## config.mk

```make
export PLATFORM = sky130hd
export DESIGN_NAME = rf_port_arbiter
export DESIGN_NICKNAME = d
export VERILOG_FILES = /design/src/rtl/rf_arb_pkg.sv /design/src/rtl/rr_arbiter.sv /design/src/rtl/rf_port_arbiter.sv
export SDC_FILE = /design/constraint.sdc
export NUM_CORES = 1
export LEC_CHECK = 0
export BUFFER_PORTS_ARGS = -buffer_cell sky130_fd_sc_hd__buf_2
export CAP_MARGIN = 20
export CORE_MARGIN = 1.5
export CORE_UTILIZATION = 35
export DETAILED_ROUTE_END_ITERATION = 8
export HOLD_SLACK_MARGIN = 0.08
export PLACE_DENSITY_LB_ADDON = 0.05
export SLEW_MARGIN = 20
export SYNTH_ARGS = -nofsm -noshare
export SYNTH_HDL_FRONTEND = slang
export SYNTH_HIERARCHICAL = 1
export SYNTH_SLANG_ARGS = --single-unit
```

## constraint.sdc

```tcl
create_clock -name clock -period 2.9 [get_ports clock]
set_clock_uncertainty 0.15 [all_clocks]
set_input_delay 0.58 -clock clock [delete_from_list [all_inputs] [get_ports clock]]
set_output_delay 0.58 -clock clock [all_outputs]
set_load 0.01 [all_outputs]
```

## src/rtl/rf_arb_pkg.sv

```systemverilog
`default_nettype none
// ============================================================================
//  Package : rf_arb_pkg
//  Shared constants, the issue-stage record and a protection helper for the
//  register-file port arbiter.
//  Revision: 1.0  initial release
// ============================================================================
package rf_arb_pkg;

  // Default geometry of the register file served by the arbiter
  localparam int          DEF_ADDR_W    = 4;
  localparam int          DEF_DATA_W    = 16;
  localparam logic [15:0] DEF_PROT_MASK = 16'h0009;

  // Requester index width inside the issue record (covers up to 8 requesters)
  localparam int ID_W = 3;

  // Architectural register roles
  localparam int REG_ZERO   = 0;
  localparam int REG_ISZERO = 3;
  localparam int REG_IN     = 13;
  localparam int REG_OUT    = 14;
  localparam int REG_ACC    = 15;

  // One accepted transaction travelling from the issue to the response stage
  typedef struct packed {
    logic                  valid;
    logic [ID_W-1:0]       id;
    logic                  write;
    logic [DEF_ADDR_W-1:0] addr;
    logic [DEF_DATA_W-1:0] data;
  } iss_rec_t;

  // True when the addressed register refuses writes coming through the arbiter
  function automatic logic is_protected(input logic [(1<<DEF_ADDR_W)-1:0] mask,
                                        input logic [DEF_ADDR_W-1:0]      addr);
    return mask[addr];
  endfunction

endpackage
`default_nettype wire

```

## src/rtl/rr_arbiter.sv

```systemverilog
`default_nettype none
// ============================================================================
//  Module  : rr_arbiter
//  Combinational round-robin picker: searches from ptr+1 (mod NUM_REQ) and
//  returns a one-hot grant, the winning index and an any-grant flag.
//  Revision: 1.0  initial release
// ============================================================================
module rr_arbiter #(
  parameter int NUM_REQ = 3,
  parameter int IDX_W   = (NUM_REQ > 1) ? $clog2(NUM_REQ) : 1
) (
  input  logic [NUM_REQ-1:0] req,
  input  logic [IDX_W-1:0]   ptr,
  output logic [NUM_REQ-1:0] grant,
  output logic [IDX_W-1:0]   grant_idx,
  output logic               any_grant
);

  int cand;

  // Walk the requesters once, starting just after the last winner
  always_comb begin
    grant     = '0;
    grant_idx = '0;
    any_grant = 1'b0;
    cand      = 0;
    for (int i = 1; i <= NUM_REQ; i++) begin
      cand = int'(ptr) + i;
      if (cand >= NUM_REQ) cand = cand - NUM_REQ;
      if (!any_grant && req[cand[IDX_W-1:0]]) begin
        any_grant                = 1'b1;
        grant[cand[IDX_W-1:0]]   = 1'b1;
        grant_idx                = cand[IDX_W-1:0];
      end
    end
  end

endmodule
`default_nettype wire

```

## src/rtl/rf_port_arbiter.sv

```systemverilog
`default_nettype none
// ============================================================================
//  Module  : rf_port_arbiter
//  Shares the register file's single read and single write port among
//  NUM_REQ requesters: round-robin grant, registered issue stage driving the
//  RF, registered response stage returning data/error to the originator.
//  Revision: 1.0  initial release
// ============================================================================
module rf_port_arbiter
  import rf_arb_pkg::*;
#(
  parameter int                       NUM_REQ   = 3,
  parameter int                       ADDR_W    = DEF_ADDR_W,
  parameter int                       DATA_W    = DEF_DATA_W,
  parameter logic [(1<<ADDR_W)-1:0]   PROT_MASK = DEF_PROT_MASK
) (
  input  logic                        clock,
  input  logic                        reset_n,
  input  logic [NUM_REQ-1:0]          req_valid,
  output logic [NUM_REQ-1:0]          req_ready,
  input  logic [NUM_REQ-1:0]          req_write,
  input  logic [NUM_REQ*ADDR_W-1:0]   req_addr,
  input  logic [NUM_REQ*DATA_W-1:0]   req_wdata,
  output logic [NUM_REQ-1:0]          rsp_valid,
  output logic                        rsp_err,
  output logic [DATA_W-1:0]           rsp_rdata,
  output logic [ADDR_W-1:0]           rf_ra,
  input  logic [DATA_W-1:0]           rf_read_data,
  output logic                        rf_reg_write,
  output logic [ADDR_W-1:0]           rf_wa,
  output logic [DATA_W-1:0]           rf_write_data
);

  localparam int IDX_W = (NUM_REQ > 1) ? $clog2(NUM_REQ) : 1;

  // Arbitration
  logic [NUM_REQ-1:0] grant;
  logic [IDX_W-1:0]   grant_idx;
  logic               any_grant;
  logic [IDX_W-1:0]   ptr_q, ptr_d;

  // Winning request fields
  logic               sel_write;
  logic [ADDR_W-1:0]  sel_addr;
  logic [DATA_W-1:0]  sel_data;

  // Issue stage
  iss_rec_t           iss_q, iss_d;
  logic               rf_reg_write_q, rf_reg_write_d;
  logic [ADDR_W-1:0]  rf_ra_q, rf_ra_d;

  // Response stage
  logic [NUM_REQ-1:0] rsp_valid_q, rsp_valid_d;
  logic               rsp_err_q, rsp_err_d;
  logic [DATA_W-1:0]  rsp_rdata_q, rsp_rdata_d;

  rr_arbiter #(
    .NUM_REQ (NUM_REQ),
    .IDX_W   (IDX_W)
  ) u_rr_arbiter (
    .req       (req_valid),
    .ptr       (ptr_q),
    .grant     (grant),
    .grant_idx (grant_idx),
    .any_grant (any_grant)
  );

  assign req_ready = grant;

  // Route the granted requester's command onto a single set of wires
  always_comb begin
    sel_write = 1'b0;
    sel_addr  = '0;
    sel_data  = '0;
    for (int i = 0; i < NUM_REQ; i++) begin
      if (grant[i]) begin
        sel_write = req_write[i];
        sel_addr  = req_addr[i*ADDR_W +: ADDR_W];
        sel_data  = req_wdata[i*DATA_W +: DATA_W];
      end
    end
  end

  // Next-state for pointer, issue stage and response stage
  always_comb begin
    // Pointer only moves on an actual grant
    ptr_d = any_grant ? grant_idx : ptr_q;

    // Issue stage captures the winner; payload holds while idle
    iss_d       = iss_q;
    iss_d.valid = any_grant;
    if (any_grant) begin
      iss_d.id    = ID_W'(grant_idx);
      iss_d.write = sel_write;
      iss_d.addr  = sel_addr;
      iss_d.data  = sel_data;
    end

    // Protected registers never see the write strobe
    rf_reg_write_d = any_grant && sel_write && !is_protected(PROT_MASK, sel_addr);

    // Read address is only retargeted by a read and otherwise holds
    rf_ra_d = (any_grant && !sel_write) ? sel_addr : rf_ra_q;

    // Response: pulse to the originator, error for rejected writes, data for reads
    rsp_valid_d = iss_q.valid ? (NUM_REQ'(1) << iss_q.id) : '0;
    rsp_err_d   = iss_q.valid && iss_q.write && is_protected(PROT_MASK, iss_q.addr);
    rsp_rdata_d = (iss_q.valid && !iss_q.write) ? rf_read_data : '0;
  end

  // Pipeline registers; reset drops any in-flight transaction
  always_ff @(posedge clock or negedge reset_n) begin
    if (!reset_n) begin
      ptr_q          <= IDX_W'(NUM_REQ - 1);
      iss_q          <= '0;
      rf_reg_write_q <= 1'b0;
      rf_ra_q        <= '0;
      rsp_valid_q    <= '0;
      rsp_err_q      <= 1'b0;
      rsp_rdata_q    <= '0;
    end else begin
      ptr_q          <= ptr_d;
      iss_q          <= iss_d;
      rf_reg_write_q <= rf_reg_write_d;
      rf_ra_q        <= rf_ra_d;
      rsp_valid_q    <= rsp_valid_d;
      rsp_err_q      <= rsp_err_d;
      rsp_rdata_q    <= rsp_rdata_d;
    end
  end

  assign rf_reg_write  = rf_reg_write_q;
  assign rf_wa         = iss_q.addr;
  assign rf_write_data = iss_q.data;
  assign rf_ra         = rf_ra_q;
  assign rsp_valid     = rsp_valid_q;
  assign rsp_err       = rsp_err_q;
  assign rsp_rdata     = rsp_rdata_q;

endmodule
`default_nettype wire

```

* Word level (Yosys, flattened, before mapping) *
Memory sizes are Yosys's and may differ from the RTL's.
Index checks and enable logic that the tools add are counted.

cells by class
  $add $sub $neg = 6
  magnitude comparators = 11
  shifts and indexed selects = 1
  mux-type cells = 37
  bitwise gates (word level) = 2
  reduce and logical (&&, ||, !) cells = 16

operator list
  kind                                                                count
  two-way mux 16 bit                                                  4
  two-way mux 1 bit                                                   14
  two-way mux 2 bit                                                   6
  two-way mux 3 bit                                                   4
  two-way mux 4 bit                                                   3
  logical AND 1 bit                                                   11
  < comparator 4 x 5 -> 1 bit (second input constant)                 2
  greater-or-equal comparator 3 x 2 -> 1 bit (second input constant)  3
  < comparator 2 x 3 -> 1 bit (second input constant)                 3
  adder 2 x 2 -> 3 bit (second input constant)                        2
  binary-select mux 1 bit (select 2 bit)                              3
  demux 1 bit (select 2 bit)                                          3
  greater-or-equal comparator 2 x 1 -> 1 bit (second input constant)  3
  bitwise OR 3 bit                                                    2
  subtractor 2 x 1 -> 2 bit (second input constant)                   3
  zero test 1 bit                                                     5
  adder 2 x 1 -> 3 bit (second input constant)                        1
  << shifter 1 x 2 -> 3 bit (first input constant)                    1

storage, ports and cells
  flip-flop bits (word level) = 51
  ROM bits = 32
  input port bits = 84
  output and inout port bits = 48
  word-level logic and storage cells = 86
  memories kept = 2

memories
  memory           depth  width  rd ports  clocked after Yosys merged registers in  wr ports  line              source
  (no name shown)  16     1      1         0                                        0         rf_arb_pkg.sv:37  return mask[addr];
  (no name shown)  16     1      1         0                                        0         rf_arb_pkg.sv:37

* Longest topological paths before layout *
  depth after elaboration = 19
  gate-level depth with buffers = 12

* Cells and area by module *
The synthesis kept the hierarchy.

by module, submodules not included
  module           times used  cells an instance  area an instance (µm²)  sequential area each (µm²)
  rf_port_arbiter  1           206                2336.0                  1252.5
  rr_arbiter       1           47                 352.8                   0.0

* Worst setup path before layout *
No wires, ideal clock.

  kind = register to register
  start = register ptr_q[0]
  end = register rf_ra_q[0] (netlist: rf_ra[0])
  library setup time = 0.125 ns
  data arrival time = 2.909 ns
  slack = -0.284 ns
  stages on the path, launching flop included = 11
  path through = dfrtp_1 > inv_1 > ha_1 > or3b_1 > a21boi_4 > a31oi_1 > nor2b_1 > buf_6 > a221oi_4 > o21ai_2 > mux2_2

on the way
  cells in the longest elaborated chain, start to end = 17

ends and longest elaborated chain
  element                                                                                  line                                source
  from (decl)                                                                              rf_port_arbiter.sv:40               logic [IDX_W-1:0] ptr_q, ptr_d;
  from (signal assigned)                                                                   rf_port_arbiter.sv:114              ptr_q <= IDX_W'(NUM_REQ - 1);
  from (signal assigned)                                                                   rf_port_arbiter.sv:122              ptr_q <= ptr_d;
  adder 2 x 1 -> 3 bit                                                                     rr_arbiter.sv:28                    cand = int'(ptr) + i;
  greater-or-equal comparator 3 x 2 -> 1 bit or subtractor 2 x 1 -> 2 bit (tied branches)  rr_arbiter.sv:29                    if (cand >= NUM_REQ) cand = cand - NUM_REQ;
  two-way mux 2 bit                                                                        rr_arbiter.sv:29
  < comparator 2 x 3 -> 1 bit (not written as such) (tied with other cells)                rr_arbiter.sv:32                    grant[cand[IDX_W-1:0]] = 1'b1;
  logical AND 1 bit (not written as such) or two-way mux 1 bit (tied branches)             rr_arbiter.sv:32, rr_arbiter.sv:30
  two-way mux 1 bit (on tied branches)                                                     rr_arbiter.sv:32, rr_arbiter.sv:30
  demux 1 bit (select 2 bit) or zero test 1 bit (tied branches)                            --
  two-way mux 3 bit or logical AND 1 bit (tied branches)                                   rr_arbiter.sv:30                    if (!any_grant && req[cand[IDX_W-1:0]]) begin
  bitwise OR 3 bit (no source line) or two-way mux 1 bit (tied branches)                   --
  two-way mux 3 bit or zero test 1 bit (tied branches)                                     rr_arbiter.sv:30
  bitwise OR 3 bit (no source line) or logical AND 1 bit (tied branches)                   --
  two-way mux 3 bit *                                                                      rr_arbiter.sv:30
  via req_ready[0]                                                                         rf_port_arbiter.sv:20               output logic [NUM_REQ-1:0] req_ready,
  two-way mux 1 bit (3 in series)                                                          rf_port_arbiter.sv:76               if (grant[i]) begin
  zero test 1 bit                                                                          rf_port_arbiter.sv:103              rf_ra_d = (any_grant && !sel_write) ? sel_addr : rf_ra_q;
  logical AND 1 bit                                                                        rf_port_arbiter.sv:103
  to (signal assigned)                                                                     rf_port_arbiter.sv:125              rf_ra_q <= rf_ra_d;
  to (decl)                                                                                rf_port_arbiter.sv:50               logic [ADDR_W-1:0] rf_ra_q, rf_ra_d;

Mark *: on every way through the listed nets, which the timed path passes. The rest lies on a longest branch. The select of a mux whose other input is x is not followed.
A chain may end at the register's enable or synchronous reset.

* Worst setup path after layout *
  start = register ptr_q[1]
  end = output req_ready[0]

on the way
  cells in the longest elaborated chain, start to end = 12

ends and longest elaborated chain
  element                                                                                  line
  adder 2 x 1 -> 3 bit                                                                     rr_arbiter.sv:28
  greater-or-equal comparator 3 x 2 -> 1 bit or subtractor 2 x 1 -> 2 bit (tied branches)  rr_arbiter.sv:29
  two-way mux 2 bit                                                                        rr_arbiter.sv:29
  < comparator 2 x 3 -> 1 bit (not written as such) (tied with other cells)                rr_arbiter.sv:32
  logical AND 1 bit (not written as such) or two-way mux 1 bit (tied branches)             rr_arbiter.sv:32, rr_arbiter.sv:30
  two-way mux 1 bit (on tied branches)                                                     rr_arbiter.sv:32, rr_arbiter.sv:30
  demux 1 bit (select 2 bit) or zero test 1 bit (tied branches)                            --
  two-way mux 3 bit or logical AND 1 bit (tied branches)                                   rr_arbiter.sv:30
  bitwise OR 3 bit (no source line) or two-way mux 1 bit (tied branches)                   --
  two-way mux 3 bit or zero test 1 bit (tied branches)                                     rr_arbiter.sv:30
  bitwise OR 3 bit (no source line) or logical AND 1 bit (tied branches)                   --
  two-way mux 3 bit *                                                                      rr_arbiter.sv:30
  to (decl)                                                                                rf_port_arbiter.sv:20

Mark *: on every way between the ends. The rest lies on a longest branch, timed or not. The select of a mux whose other input is x is not followed.

==> impl_metrics.ini <==
[floorplanning]
core_area_mm2 = 0.007331
die_area_mm2 = 0.008217
initial_core_util_pct = 36.68
io-pin-count = 132
die_w_um = 90.65
fp.dieH_um = 90.65
fp-row-count = 31

[placement]
pre_cts_slack_ns = -0.04894
dp_hpwl_um = 5119
portBuffers = 131
place_congestion = 0.8578

[clock_network]
clock_path_buffers = 2
cts_sinks = 50
h-tree-depth = 2
clk_pin_slew_ns = 0.10
clkLatencyLatePin_ns = 0.31
cts_tree = done
numCtsBuffers = 5
clockRootBuffer = clkbuf_8

[pwr]
power.share.clock_pct = 9.3
switching_power_mw = 2.156
power.leakage_nw = 1.945
swShare_pct = 40.32
power.internal_mw = 3.190
total_power_mw = 5.346
p_seq_share_pct = 21.6
worst_ir_drop_vdd_mv = 0.4163
pwr-share-comb_pct = 69.0
powerDensity_mw_per_mm2 = 1382

[sta]
fin_crit_sh_pct = 101.0
finalMaxSlewViolations = 0
holdWs_ns = 0.2448
setup_viol = 2
slew_headroom_pct = 40.27
setup_slack_ns = -0.02898
worstMarginPinSlew_ns = 0.8959
rsz0062_at_grt = true
min_period_ns = 2.929
fin_tns_setup_ns = -0.03670
final-hold-violation-count = 0
clock.fmax_ghz = 0.3414

[synthesis]
ys_top_cells_by_area = dfrtp_1 46%, mux2_2 11%, buf_4 5.9%, a22oi_1 4.7%, and2_1 3.7%
synth-main-ff-cell = dfrtp_1
synthArstFlopShare_pct = 100.0
yosys.area.top_type = dfrtp_1
synth_compound_area_share_pct = 15.12
synthXorXnorAreaFrac_pct = 0.6515
synth_nets = 343
synth_top_family_by_area = compound AO/OA/AOI/OAI gates
syn_avg_cell_area_um2 = 10.63
yosysTopAreaCellShare_pct = 45.60
yosys.area_share.adder_pct = 2.792
synth_cells = 253
synth_edf_count = 0
synth-simple-area-share_pct = 12.56
seq_area_frac_synth_pct = 46.58
syn_area_mm2 = 0.002689
ys_seq_elements = 50
ys_types = 39
ys_warn_count = 6
synthMuxAreaShare_pct = 12.94

[worst_setup_path]
crit_path_start_kind = flop
cp.required_ns = 2.17
criticalPathCategory = reg2out
arrival_ns = 2.20
worst-path-max-fanout = 5
endpoint_kind = output pin

[detailed_routing]
viasPerCell = 4.691
dr.pass1.iters = 4
antenna_left = 0
drcViolationCount = 0
drt-wirelength-per-cell_um = 14.20
dr_total_vias = 2294
drt_wl_total_um = 6943
drt_iter0_drc = 65

[finish]
nets = 479
drive_gt1_share_pct = 60.51
utilization_pct = 52.76
area_delta_synth_final_pct = 43.83
diodes = 0

[grt]
grt_max_degree = 41
overflow = 0
antenna_found_initial = 0
grt_pass1_vias = 2254
grt_usage_pct = 16.59
grt_pass1_wl_um = 10870

[min_path]
hp-class = in2async

[outcome]
violations = negative setup slack
outcome = finished with violations

[run]
max_cap_violations = 0
-- critical path, cell delays in order (launching register included) --
cell and delay, ns:
dfstp_2 0.61, inv_4 0.07, ha_4 0.24, or3b_4 0.37, a21boi_4 0.17, nor2_2 0.13
a31oi_4 0.05, buf_6 0.14, buf_6 0.11
-- synthesized netlist by cell type (3+ instances only) --
cell type,count
buf_4,21
nor2_1,8
nor2b_1,5
inv_1,9
a22oi_1,17
buf_2,6
nand3_1,3
nand2_1,22
ha_1,6
o21ai_0,19
mux2_2,26
and2_1,16
a21oi_1,9
dfrtp_1,49
clkbuf_1,4
mux2_4,3
-- worst paths after layout --
path	from	endpoint	slack, ns	cells after the start
worst max-delay path	ptr_q[1]$_DFFE_PN1P_	req_ready[0]	-0.03	8
worst min-delay path	reset_n	rsp_valid[1]$_DFF_PN0_	0.24	1
worst max register to register	ptr_q[1]$_DFFE_PN1P_	rf_ra[0]$_DFFE_PN0P_	0.03	11
worst min register to register	iss_q[22]$_DFFE_PN0P_	rsp_valid[0]$_DFF_PN0_	0.31	1
max in group asynchronous	reset_n	rf_write_data[10]$_DFFE_PN0P_	1.68	2
min in group clock	iss_q[22]$_DFFE_PN0P_	rsp_valid[0]$_DFF_PN0_	0.31	1
-- flip-flops by register name (all words and copies together) (netlist names) --
register       cells
rf_reg_write       1
ptr_q              2
rsp_valid          3
rf_wa              4
rsp_rdata         16
rf_ra              4
rsp_err            1
rf_write_data     16
iss_q              3
-- cell families (layout without fill, tap and decap cells) --
kind of cell / count (synthesis) / count (layout)
muxes: 30 / 30
DFF: 50 / 50
adders and majority gates: 6 / 6
AOI/OAI and AO/OA: 58 / 58
xor gates and xnor gates: 2 / 2
buffers and inverters: 42 / 179
and+or+nand+nor: 65 / 65
-- stage by stage --
stage,instances,cell area (um2)
global route,489,3867
global placement,475,3498
detailed placement,475,3498
finish,489,3867
floorplan,253,2739
CTS,490,3794
-- layout make-up --
type | instances | area, um2
repair buffers | 162 | 950.9
fillers | 704 | 3463
flip-flops and latches | 50 | 1254
clock inverters | 3 | 45.04
inverters | 9 | 36.28
multi-input cells | 161 | 1389
clock buffers | 5 | 68.82
well taps | 99 | 123.9
-- power groups by stage --
stage	combinational, mW	sequential, mW	clock (mW)
global route	4.02	1.19	0.544
CTS	3.55	1.16	0.523
floorplan	2.21	1.22	0
finish	3.69	1.16	0.499
global placement	3.13	1.15	0
detailed placement	3.16	1.16	0
-- metal layers --
metal | up-vias | track usage (%) | part of all wire (%)
met1 | 1074 | 21.57 | 44
met4 | 0 | 4.762 | 0.97
li1 | 1128 | - | -
met5 | - | 0 | 0
met3 | 6 | 4.966 | 7.6
met2 | 86 | 26.63 | 47
-- layout by cell type, fill, tap and decap left out, types with 3 or more instances in the layout --
master and count:
a22oi_2 3, nor2b_1 3, nor2_1 6, and2_1 16, buf_2 128, ha_1 3, a21oi_2 7, o21ai_1 7
mux2_2 22, a22oi_1 14, dfrtp_1 48, nand2_1 21, inv_1 6, buf_4 25, buf_6 8, clkbuf_8 5
o21ai_0 13, ha_4 3, mux2_4 7
-- what timing repair did --
item	in CTS	in global routing
cloned	1	0
gates resized for setup	23	26
hold buffers	0	0
pin swaps	6	11
endpoints found under the setup margin	11	29
setup buffers	6	1
Note: power is estimated with default switching activity, not from simulation.
